===== src/rtl/board_io_ctrl.sv =====
`timescale 1ns/1ps
`default_nettype none
// ============================================================================
// Module   : board_io_ctrl
// Purpose  : Board pin front end: tick generator, switch debouncer with edge
//            pulses, registered LEDs and a blanking/blinking 7-segment driver.
// Revision : 1.0  initial release
// ============================================================================
module board_io_ctrl #(
  parameter int unsigned DIVISOR         = 50_000_000,
  parameter int unsigned DEBOUNCE_CYCLES = 500_000,
  parameter int unsigned NUM_SW          = 9,
  parameter int unsigned NUM_LED         = 10,
  parameter int unsigned NUM_DIGITS      = 4
) (
  input  logic                    clk,
  input  logic                    rst_n,
  input  logic [NUM_SW-1:0]       sw,
  output logic [NUM_SW-1:0]       sw_db,
  output logic [NUM_SW-1:0]       sw_rise,
  output logic [NUM_SW-1:0]       sw_fall,
  output logic                    tick,
  input  logic [NUM_LED-1:0]      led_in,
  output logic [NUM_LED-1:0]      led,
  input  logic [4*NUM_DIGITS-1:0] hex_data,
  input  logic                    hex_load,
  input  logic [NUM_DIGITS-1:0]   blank_mask,
  input  logic [NUM_DIGITS-1:0]   blink_mask,
  input  logic                    blink_en,
  input  logic                    lzb_en,
  output logic [7*NUM_DIGITS-1:0] hex
);

  localparam int unsigned c_TICK_W = (DIVISOR > 1) ? $clog2(DIVISOR) : 1;
  localparam int unsigned c_DB_W   = (DEBOUNCE_CYCLES > 1) ? $clog2(DEBOUNCE_CYCLES) : 1;
  localparam logic [c_TICK_W-1:0] c_TICK_LAST = c_TICK_W'(DIVISOR - 1);
  localparam logic [c_DB_W-1:0]   c_DB_LAST   = c_DB_W'(DEBOUNCE_CYCLES - 1);
  localparam logic [6:0]          c_SEG_OFF   = 7'h7F;

  // --------------------------------------------------------------------------
  // Tick generator
  // --------------------------------------------------------------------------
  logic [c_TICK_W-1:0] r_tick_cnt;
  logic                r_tick;

  always_ff @(posedge clk or negedge rst_n) begin
    if (!rst_n) begin
      r_tick_cnt <= '0;
      r_tick     <= 1'b0;
    end else begin
      r_tick <= (r_tick_cnt == c_TICK_LAST);
      if (r_tick_cnt == c_TICK_LAST) begin
        r_tick_cnt <= '0;
      end else begin
        r_tick_cnt <= r_tick_cnt + 1'b1;
      end
    end
  end

  assign tick = r_tick;

  // --------------------------------------------------------------------------
  // Switch synchronise + debounce, one independent slice per bit
  // --------------------------------------------------------------------------
  for (genvar gi = 0; gi < int'(NUM_SW); gi++) begin : g_sw
    logic              r_s1;
    logic              r_s2;
    logic              r_lvl;
    logic              r_rise;
    logic              r_fall;
    logic [c_DB_W-1:0] r_cnt;
    logic              w_diff;
    logic              w_accept;

    assign w_diff   = r_s2 ^ r_lvl;
    assign w_accept = w_diff && (r_cnt == c_DB_LAST);

    always_ff @(posedge clk or negedge rst_n) begin
      if (!rst_n) begin
        r_s1   <= 1'b0;
        r_s2   <= 1'b0;
        r_lvl  <= 1'b0;
        r_rise <= 1'b0;
        r_fall <= 1'b0;
        r_cnt  <= '0;
      end else begin
        r_s1   <= sw[gi];
        r_s2   <= r_s1;
        r_rise <= w_accept && r_s2;
        r_fall <= w_accept && !r_s2;
        if (!w_diff || w_accept) begin
          r_cnt <= '0;
        end else begin
          r_cnt <= r_cnt + 1'b1;
        end
        if (w_accept) begin
          r_lvl <= r_s2;
        end
      end
    end

    assign sw_db[gi]   = r_lvl;
    assign sw_rise[gi] = r_rise;
    assign sw_fall[gi] = r_fall;
  end

  // --------------------------------------------------------------------------
  // LEDs
  // --------------------------------------------------------------------------
  logic [NUM_LED-1:0] r_led;

  always_ff @(posedge clk or negedge rst_n) begin
    if (!rst_n) begin
      r_led <= '0;
    end else begin
      r_led <= led_in;
    end
  end

  assign led = r_led;

  // --------------------------------------------------------------------------
  // Seven-segment display
  // --------------------------------------------------------------------------
  function automatic logic [6:0] f_seg7(input logic [3:0] i_nib);
    logic [6:0] v_seg;
    case (i_nib)
      4'h0:    v_seg = 7'h40;
      4'h1:    v_seg = 7'h79;
      4'h2:    v_seg = 7'h24;
      4'h3:    v_seg = 7'h30;
      4'h4:    v_seg = 7'h19;
      4'h5:    v_seg = 7'h12;
      4'h6:    v_seg = 7'h02;
      4'h7:    v_seg = 7'h78;
      4'h8:    v_seg = 7'h00;
      4'h9:    v_seg = 7'h10;
      4'hA:    v_seg = 7'h08;
      4'hB:    v_seg = 7'h03;
      4'hC:    v_seg = 7'h46;
      4'hD:    v_seg = 7'h21;
      4'hE:    v_seg = 7'h06;
      default: v_seg = 7'h0E;
    endcase
    return v_seg;
  endfunction

  logic [4*NUM_DIGITS-1:0] r_hex_data;
  logic                    r_phase;
  logic [7*NUM_DIGITS-1:0] r_hex;
  logic [NUM_DIGITS-1:0]   w_upper_zero;
  logic [7*NUM_DIGITS-1:0] w_seg;

  always_ff @(posedge clk or negedge rst_n) begin
    if (!rst_n) begin
      r_hex_data <= '0;
    end else if (hex_load) begin
      r_hex_data <= hex_data;
    end
  end

  // Phase 1 means visible; it idles visible whenever blinking is off.
  always_ff @(posedge clk or negedge rst_n) begin
    if (!rst_n) begin
      r_phase <= 1'b1;
    end else if (!blink_en) begin
      r_phase <= 1'b1;
    end else if (r_tick) begin
      r_phase <= ~r_phase;
    end
  end

  // w_upper_zero[i]: nibbles i..top are all zero, scanned from the top down.
  always_comb begin
    logic v_run;
    w_upper_zero = '0;
    v_run        = 1'b1;
    for (int i = int'(NUM_DIGITS) - 1; i >= 0; i--) begin
      v_run           = v_run && (r_hex_data[4*i +: 4] == 4'h0);
      w_upper_zero[i] = v_run;
    end
  end

  always_comb begin
    logic v_blank;
    w_seg   = '1;
    v_blank = 1'b0;
    for (int i = 0; i < int'(NUM_DIGITS); i++) begin
      v_blank = blank_mask[i]
             || (lzb_en && (i != 0) && w_upper_zero[i])
             || (blink_en && blink_mask[i] && !r_phase);
      w_seg[7*i +: 7] = v_blank ? c_SEG_OFF : f_seg7(r_hex_data[4*i +: 4]);
    end
  end

  always_ff @(posedge clk or negedge rst_n) begin
    if (!rst_n) begin
      r_hex <= '1;
    end else begin
      r_hex <= w_seg;
    end
  end

  assign hex = r_hex;

endmodule
`default_nettype wire


===== config.mk =====
export PLATFORM = sky130hd
export DESIGN_NAME = board_io_ctrl
export DESIGN_NICKNAME = d
export VERILOG_FILES = /design/src/rtl/board_io_ctrl.sv
export SDC_FILE = /design/constraint.sdc
export NUM_CORES = 1
export LEC_CHECK = 0
export CAP_MARGIN = 25
export CORE_ASPECT_RATIO = 1.25
export CORE_UTILIZATION = 63
export DETAILED_ROUTE_END_ITERATION = 7
export GPL_ROUTABILITY_DRIVEN = 0
export PLACE_DENSITY = 0.85
export SYNTH_ARGS = -nofsm -noshare
export SYNTH_HDL_FRONTEND = slang
export SYNTH_SLANG_ARGS = --single-unit

===== constraint.sdc =====
create_clock -name clk -period 2.9 [get_ports clk]
set_input_delay 0.58 -clock clk [delete_from_list [all_inputs] [get_ports clk]]
set_output_delay 0.58 -clock clk [all_outputs]
set_load 0.005 [all_outputs]

Word-level counts from Yosys, hierarchy flattened

Memories as Yosys holds them, arrays and structs flattened.
Cells that the tools add are included.
W data, S select, Z words.

Flip-flop bits (word level): 298
ROM bits: 448
Bits of input ports: 48
Output and inout port bits: 66
Word-level logic and storage cells: 189
Memories kept: 4

Add/sub/neg operators: 10
Eq/ne operators: 11
Muxes and demuxes: 16
Bitwise logic cells: 10
Reductions and logical operators: 78

Memories:

| memory          | depth | bits a word | rd ports | clocked after Yosys merged registers in | write ports | line | RTL |
|---|---|---|---|---|---|---|---|
| (no name shown) | 16    | 7           | 1        | 0                                       | 0           | 127  | `case (i_nib)` |
| (no name shown) | 16    | 7           | 1        | 0                                       | 0           | 127  |  |
| (no name shown) | 16    | 7           | 1        | 0                                       | 0           | 127  |  |
| (no name shown) | 16    | 7           | 1        | 0                                       | 0           | 127  |  |

Operator list:

| cell                    | count |
|---|---|
| $add A19 B1 Y19 const B | 9 |
| $eq A19 B19 Y1 const B  | 9 |
| $mux W19                | 9 |
| $logic_and A1 B1 Y1     | 40 |
| $mux W7                 | 4 |
| $add A26 B1 Y26 const B | 1 |
| $eq A26 B26 Y1 const B  | 1 |
| $mux W26                | 1 |
| $logic_not A1 Y1        | 19 |
| $logic_or A1 B1 Y1      | 16 |
| $logic_not A4 Y1        | 3 |
| $xor A1 B1 Y1           | 9 |
| $mux W1                 | 2 |
| $ne A2 B1 Y1 const B    | 1 |
| $not A1 Y1              | 1 |

Longest topological paths before layout

Gate-level depths: netlist (run 1).

Depth in word-level cells: 7
Gate-level depth with buffers: 7
Gate-level depth less buffers: 6

Worst setup path before layout (run 1)

Ideal clock, no wire load.

Kind: reg2reg
From: reg g_sw[8].r_cnt[0]
To: reg g_sw[8].r_cnt[10]
Arrival time: 1789 ps
Required time: 2778 ps
Path slack: 990 ps
Stages on the path, launching flop included: 6
Period minus slack after synthesis: 1910 ps
Cell sequence: dfrtp_1 -> ha_1 -> nand4_1 -> o41ai_2 -> buf_2 -> nor2_1

Cells in the longest elaborated chain, start to end: 4

Ends and longest elaborated chain:

| element                                                 | line | RTL |
|---|---|---|
| start: declaration                                      | 71   | `logic [c_DB_W-1:0] r_cnt;` |
| start signal: assignment                                | 94   | `r_cnt <= r_cnt + 1'b1;` |
| branches (longest 3 deep; another with $add A19 B1 Y19) | --   |  |
| $mux W19 (*)                                            | 91   | `if (!w_diff \|\| w_accept) begin` |

Mark *: on every way between the ends.
A chain may end at the register's enable or synchronous reset.

Worst setup path in the final report (run 1)

From: reg r_hex[14] (netlist: hex[14])
To: out hex[14]

RTL lines:

| element                  | line | RTL |
|---|---|---|
| start: declaration       | 150  | `logic [7*NUM_DIGITS-1:0] r_hex;` |
| start signal: assignment | 200  | `r_hex <= w_seg;` |
| end: declaration         | 31   | `output logic [7*NUM_DIGITS-1:0] hex` |

No word-level cell between the ends.

==> summary.md, run 1 <==
| Metric | Value |
|---|---|
| Status | `finished clean` |
| Grt ovf | `0` |
| Drc violations | `0` |
| Fin Setup TNS | `0 ns` |
| Multi-input logic area | `0.006213 sq mm` |
| Placed cells | `1731` |
| Largest area contributor in the netlist | `dfrtp_1` |
| Clk_lat worst skew | `0.54 ns` |
| Skew final | `0.009012 ns` |
| Largest net degree at the start of global routing | `88` |
| Flops & latches, synth | `298` |
| Final Hold Viols | `0` |
| Critical Path Sink Type | `primary output` |
| Fin. max-slew vios | `0` |
| Worst Setup Start Kind | `flip-flop` |
| Number of fillers in the final layout | `1517` |
| DR WL/cell | `16.33 um` |
| Final Cycle Share | `0.7525` |
| Clock buffer depth | `3` |
| Dpl hpwl | `19530 um` |
| Leakage | `6.629 nW` |
| Hold crit path type | `in -> async` |
| Port Buffers | `113` |
| Routed Antenna Nets | `0` |
| Layout cells sized above 1 | `0.09606` |
| Fin crit period | `2.182 ns` |
| Io pins | `114` |
| Clock Root Buffer | `clkbuf_16` |
| Layout area overhead | `16.25%` |
| Async set or reset register ratio after synthesis | `1.000` |
| Clk slew on worst S/H paths | `0.06 ns` |
| Post-synthesis cell area | `0.01419 sq mm` |
| Postcts setup bufs | `0` |
| Initial antenna violation count | `0` |
| NumNets Final | `1558` |
| 1st-pass router iterations | `5` |
| Initial Utilization | `0.6391` |
| First-pass GRT wire length | `49790 um` |
| Sequential fraction of the synthesis area | `0.5279` |
| Synth top area cells | `dfrtp_1 (47%), dfstp_2 (5.4%), xnor2_1 (4.7%)` |
| Die area | `0.02314 sq mm` |
| Max Cap Viol | `0` |
| Post-synth EDFFs | `0` |
| Core Footprint | `0.02221 sq mm` |
| Final WL | `29100 um` |
| Cell variety after synth | `51` |
| RSZ-0062 raised after global routing | `no` |
| Initial DRC count | `701` |
| Fin area | `0.01650 sq mm` |
| Syn Area/Cell | `10.29 sq um` |
| DIE HEIGHT | `169.8 um` |
| CP delay by family, top | `buffers and inverters` |
| TritonCTS clock tree | `done` |
| Slowest CP cell | `clkdlybuf4s50_1` |
| Via density | `5.973` |
| CP Cell Sequence | `clkdlybuf4s50_1` |
| CTS Sinks | `298` |
| Final setup vio count | `0` |
| Register area | `0.007493 sq mm` |
| CTS buffer count | `29` |
| Max Clk Rate | `458.3 MHz` |
| Buf/Inv on CP | `1` |
| Dpl ws | `0.5628 ns` |
| Via count | `10640` |
| Global Route Usage Sum | `0.2621` |
| Post-route insts no fill | `1782` |
| Least-Margin Pin Slew | `0.9342 ns` |
| Top FF cell, synth | `dfrtp_1` |
| DP Area | `0.01553 sq mm` |
| VDD IR max | `0.0005404 V` |
| CP required | `2.32 ns` |
| # resized after CTS | `0` |
| CP max FO | `1` |
| Site row count | `61` |
| WS Path Type | `reg -> out` |
| Post-route setup slack | `0.7179 ns` |
| Post-Synthesis Cells | `1379` |
| # H-tree levels | `1` |
| Max_slew headroom | `0.3734` |
| N_diodes | `0` |
| Syn_nets | `1458` |
| CP arrival | `1.60 ns` |
| CTS hold repair buffers | `0` |
| Ys Warns | `0` |
| Vias in the first global route | `10630` |
| Chip width | `136.3 um` |
| Largest stage delay, worst path | `0.55 ns` |
| Post-synth top area share | `0.4742` |
| PwrDens | `537.8 mW/mm^2` |
[report_power, final]
part           internal [mW]  switching, mW
clock network           2.28           1.55
registers               4.31          0.130
logic                  0.298          0.306
total                   6.89           1.99
[kinds of logic after synthesis]
kind of cell               count (synthesis)  synth area share
xor gates and xnor gates                 137           0.08453
buffers and inverters                     99           0.03438
DFF                                      298            0.5279
adders and majority gates                 31           0.02732
AOI/OAI and AO/OA                        169           0.07448
muxes                                     20           0.01560
and+or+nand+nor                          625            0.2358
[routing by layer]
layer	vias up	wire length, um	track usage
met1	5235	12030	0.3315
met4	0	711	0.07971
met2	268	15000	0.4577
met5	-	0	0
li1	5074	-	-
met3	66	1354	0.04349
[path summary, 6_finish.rpt]
check                               startpoint                to  slack [ns]  depth (start not counted)
worst min-delay path                     rst_n  g_sw[0].r_cnt[5]        0.02                          1
worst min register to register    g_sw[6].r_s1      g_sw[6].r_s2        0.35                          0
worst max-delay path                   hex[14]           hex[14]        0.72                          1
worst max register to register  r_hex_data[13]            hex[7]        0.72                          6
max in group asynchronous                rst_n           r_phase        1.96                          2
min in group clk                  g_sw[6].r_s1      g_sw[6].r_s2        0.35                          0
[stage by stage]
stage,util,total power [mW],hold slack (ns)
4_1_cts,0.7430,8.957,0.05852
3_3_place_gp,0.6991,5.085,0.3325
3_5_place_dp,0.6991,5.110,0.3355
6_report,0.7430,8.875,0.01718
5_1_grt,0.7430,9.201,0.08534
2_1_floorplan,-,4.731,0.2844
[layout make-up]
| class | instances | area share |
|---|---|---|
| repair buffers | 136 | 0.08158 |
| flip-flops and latches | 298 | 0.4541 |
| inverters | 32 | 0.007279 |
| clock inverters | 15 | 0.01107 |
| multi-input cells | 982 | 0.3765 |
| clock buffers | 36 | 0.04799 |
| well taps | 283 | 0.02146 |
[flip-flops by register name (all words and copies together), names as in the netlist]
register     cells
tick             1
led             10
r_phase          1
g_sw.r_fall      9
g_sw.r_cnt     171
g_sw.r_lvl       9
g_sw.r_rise      9
r_hex_data      16
g_sw.r_s2        9
r_tick_cnt      26
g_sw.r_s1        9
hex             28
[Yosys cell counts (all sizes together), types with 2 or more instances]
library cell  instances
xnor2                76
buf                  39
nand3                89
and4b                 2
or2                  23
nor2                151
nor2b                 7
nor3b                21
or4                  27
a21o                  4
o211ai               27
nand4b                2
inv                  32
nor4b                13
nand2b                9
nand3b                7
dfstp                29
o21a                  6
xor2                 61
o31ai                23
mux2i                 3
o21ai                43
nor4bb                4
a21oi                54
clkbuf               28
or3                  25
nor4                 22
and4                 17
and2                  6
nand2                88
o311ai                5
dfrtp               269
nand4                57
a211oi                2
ha                   31
nor3                 38
mux2                 17
and3                 16
[placed cells by master, fill, tap and decap left out, drive strengths merged, types with 8 or more instances in the layout]
cell and instances:
clkinv 8, or4 27, xnor2 76, clkdlybuf4s50 112, nand2b 9, a21oi 54, nor3 38, o211ai 27
nand3 89, o21ai 43, and4 17, o31ai 23, or3 25, nor4 22, nor2 151, and3 16
clkbuf 36, nand2 88, nand4 57, inv 32, nor4b 13, or2 23, xor2 61, dfstp 29
dfrtp 269, ha 31, mux2 17, nor3b 21, buf 24
(Power assumes the default switching activity.)
==> run 2, diff against run 1 <==
--- a/config.mk
+++ b/config.mk
@@ -7,10 +7,10 @@
 export LEC_CHECK = 0
 export CAP_MARGIN = 25
 export CORE_ASPECT_RATIO = 1.25
-export CORE_UTILIZATION = 63
+export CORE_UTILIZATION = 59
 export DETAILED_ROUTE_END_ITERATION = 7
 export GPL_ROUTABILITY_DRIVEN = 0
-export PLACE_DENSITY = 0.85
+export PLACE_DENSITY = 0.81
 export SYNTH_ARGS = -nofsm -noshare
 export SYNTH_HDL_FRONTEND = slang
 export SYNTH_SLANG_ARGS = --single-unit
==> constraint.sdc (replaced) <==
create_clock -name clk -period 2.3 [get_ports clk]
set_input_delay 0.46 -clock clk [delete_from_list [all_inputs] [get_ports clk]]
set_output_delay 0.46 -clock clk [all_outputs]
set_load 0.005 [all_outputs]
==> run 2 against run 1 <==
  * Sequential share of layout area shrank 0.63 points
  * Die area grew 6.7%
  * Power grew 31%
  * Largest power group unchanged
==> summary.md, run 2 (synthesis results as in run 1) <==
| Metric | Value |
|---|---|
| Final setup vio count | `0 (unchanged)` |
| Skew final | `0.01056 ns (was 0.009012 ns)` |
| RSZ-0062 raised after global routing | `no (unchanged)` |
| Chip width | `140.7 um (was 136.3 um)` |
| Io pins | `114 (unchanged)` |
| FF-to-FF End | `g_sw[3].r_cnt[18] (was hex[7])` |
| Port Buffers | `113 (unchanged)` |
| Post-route insts no fill | `1806 (was 1782)` |
| Final WL | `28240 um (was 29100 um)` |
| Slowest CP cell | `clkdlybuf4s50_1 (unchanged)` |
| Fin. max-slew vios | `0 (unchanged)` |
| VDD IR max | `0.0006151 V (was 0.0005404 V)` |
| CTS buffer count | `31 (was 29)` |
| Hold crit path type | `in -> reg (was in -> async)` |
| Reg2reg start | `g_sw[3].r_cnt[0] (was r_hex_data[13])` |
| Global Route Usage Sum | `0.2368 (was 0.2621)` |
| Hold path depth | `1` |
| CP max FO | `1 (unchanged)` |
| Largest stage delay, worst path | `0.59 ns (was 0.55 ns)` |
| Largest net degree at the start of global routing | `71 (was 88)` |
| Status | `finished clean (unchanged)` |
| Initial antenna violation count | `0 (unchanged)` |
| Via count | `10490 (was 10640)` |
| Placed cells | `1749 (was 1731)` |
| Postcts setup bufs | `0 (unchanged)` |
| Multi-input logic area | `0.006231 sq mm (was 0.006213 sq mm)` |
| Clock Root Buffer | `clkbuf_16 (unchanged)` |
| TritonCTS clock tree | `done (unchanged)` |
| PwrDens | `695.9 mW/mm^2 (was 537.8 mW/mm^2)` |
| CP Cell Sequence | `clkdlybuf4s50_1 (unchanged)` |
| Min-Delay Startpoint | `sw[3]` |
| Fin util | `0.7077 (was 0.7430)` |
| Commonest non-fill, non-tap cell in the layout | `dfrtp_1 (unchanged)` |
| Critical Path Sink Type | `primary output (unchanged)` |
| Layout area overhead | `17.90% (was 16.25%)` |
| Clk_lat worst skew | `0.55 ns (was 0.54 ns)` |
| DIE HEIGHT | `175.4 um (was 169.8 um)` |
| Max Clk Rate | `474.2 MHz` |
| Worst Setup Start Kind | `flip-flop (unchanged)` |
| Vias in the first global route | `10440 (was 10630)` |
| Core Footprint | `0.02365 sq mm (was 0.02221 sq mm)` |
| Worst Hold End | `g_sw[3].r_s1` |
| Final Cycle Share | `0.9169` |
| N_diodes | `0 (unchanged)` |
| CP delay by family, top | `buffers and inverters (unchanged)` |
| First-pass GRT wire length | `48490 um (was 49790 um)` |
| Leakage | `6.735 nW (was 6.629 nW)` |
| Max Cap Viol | `0 (unchanged)` |
| Layout cells sized above 1 | `0.1050 (was 0.09606)` |
| 1st-pass router iterations | `6 (was 5)` |
| Clock buffer depth | `3 (unchanged)` |
| WS Path Type | `reg -> out (unchanged)` |
| Grt ovf | `0 (unchanged)` |
| Worst reg-to-reg path cell count | `5 (was 6)` |
| Buf/Inv on CP | `1 (unchanged)` |
| Site row count | `63 (was 61)` |
| Most frequent cells in the layout | `dfrtp_1 (269), nor2_1 (151), clkdlybuf4s50_1 (112) (unchanged)` |
| R2R setup slack | `0.22 ns (was 0.72 ns)` |
| CP required | `1.84 ns (was 2.32 ns)` |
| Max reg flops | `171 (unchanged)` |
| Die area | `0.02469 sq mm (was 0.02314 sq mm)` |
| CTS Sinks | `298 (unchanged)` |
| Register area | `0.007493 sq mm (unchanged)` |
| Drc violations | `0 (unchanged)` |
| Initial DRC count | `661 (was 701)` |
| Final Hold Viols | `0 (unchanged)` |
| Dpl hpwl | `19210 um (was 19530 um)` |
| Fin Setup TNS | `0 ns (unchanged)` |
| Largest register by flop count | `g_sw.r_cnt (unchanged)` |
| Routed Antenna Nets | `0 (unchanged)` |
| # H-tree levels | `1 (unchanged)` |
| NumNets Final | `1570 (was 1558)` |
| Least-Margin Pin Slew | `0.6018 ns (was 0.9342 ns)` |
| Clk slew on worst S/H paths | `0.06 ns (about the same)` |
| Fin crit period | `2.109 ns` |
| Via density | `5.811 (was 5.973)` |
| Initial Utilization | `0.6003 (was 0.6391)` |
| Max_slew headroom | `0.5988 (was 0.3734)` |
| Number of fillers in the final layout | `1681 (was 1517)` |
| CP arrival | `1.65 ns (was 1.60 ns)` |
| DR WL/cell | `15.64 um (was 16.33 um)` |
[run 2: what timing repair did]
| item | in CTS | in global routing |
|---|---|---|
| hold buffers | 1 | 0 |
| endpoints found under the hold margin | 40 | 0 |
| setup endpoints to repair | 0 | 14 |
| resized for setup | 0 | 3 |
[run 2: per-stage QoR]
stage                     hold WS [ns]  worst slack, ns  power [mW]  area, sq um
after CTS                       0.3292           0.1089       11.77        16720
after floorplan                 0.1644           0.3899       5.965        14190
after global placement          0.3326           0.1379       6.433        15620
after global routing            0.3304           0.1010       12.08        16740
after detailed placement        0.3355          0.06104       6.453        15620
final                           0.3474           0.1910       11.65        16740
[run 2: worst max-delay path by stage]
stage | startpoint | to | slack (ns) | depth (start not counted)
floorplan | g_sw[8].r_cnt[0] | g_sw[8].r_cnt[10] | 0.39 | 5
global placement | blink_en | hex[9] | 0.14 | 4
detailed placement | blink_en | hex[17] | 0.06 | 4
CTS | r_hex_data[13] | hex[10] | 0.11 | 6
global route | g_sw[3].r_cnt[0] | g_sw[3].r_cnt[18] | 0.10 | 5
finish | hex[7] | hex[7] | 0.19 | 1
[run 2: power by group]
part | switching, mW | internal [mW]
registers | 0.140 | 5.43
clock network | 2.05 | 3.23
logic | 0.405 | 0.390
total | 2.60 | 9.05
[run 2: metal layers]
layer  vias up  part of all wire  GRT usage
met5         -                 0          0
met4         0             0.025    0.07926
met3        67             0.049    0.04635
met2       221              0.49     0.4117
met1      5112              0.43     0.2960
li1       5094                 -          -
[run 2: cell type report]
cell class,count,area share
tap,292,0.02183
inverter,32,0.007177
multi-input combinational,982,0.3723
clock inverter,14,0.01271
clock buffer,42,0.05241
timing repair buffer,146,0.08583
sequential,298,0.4477
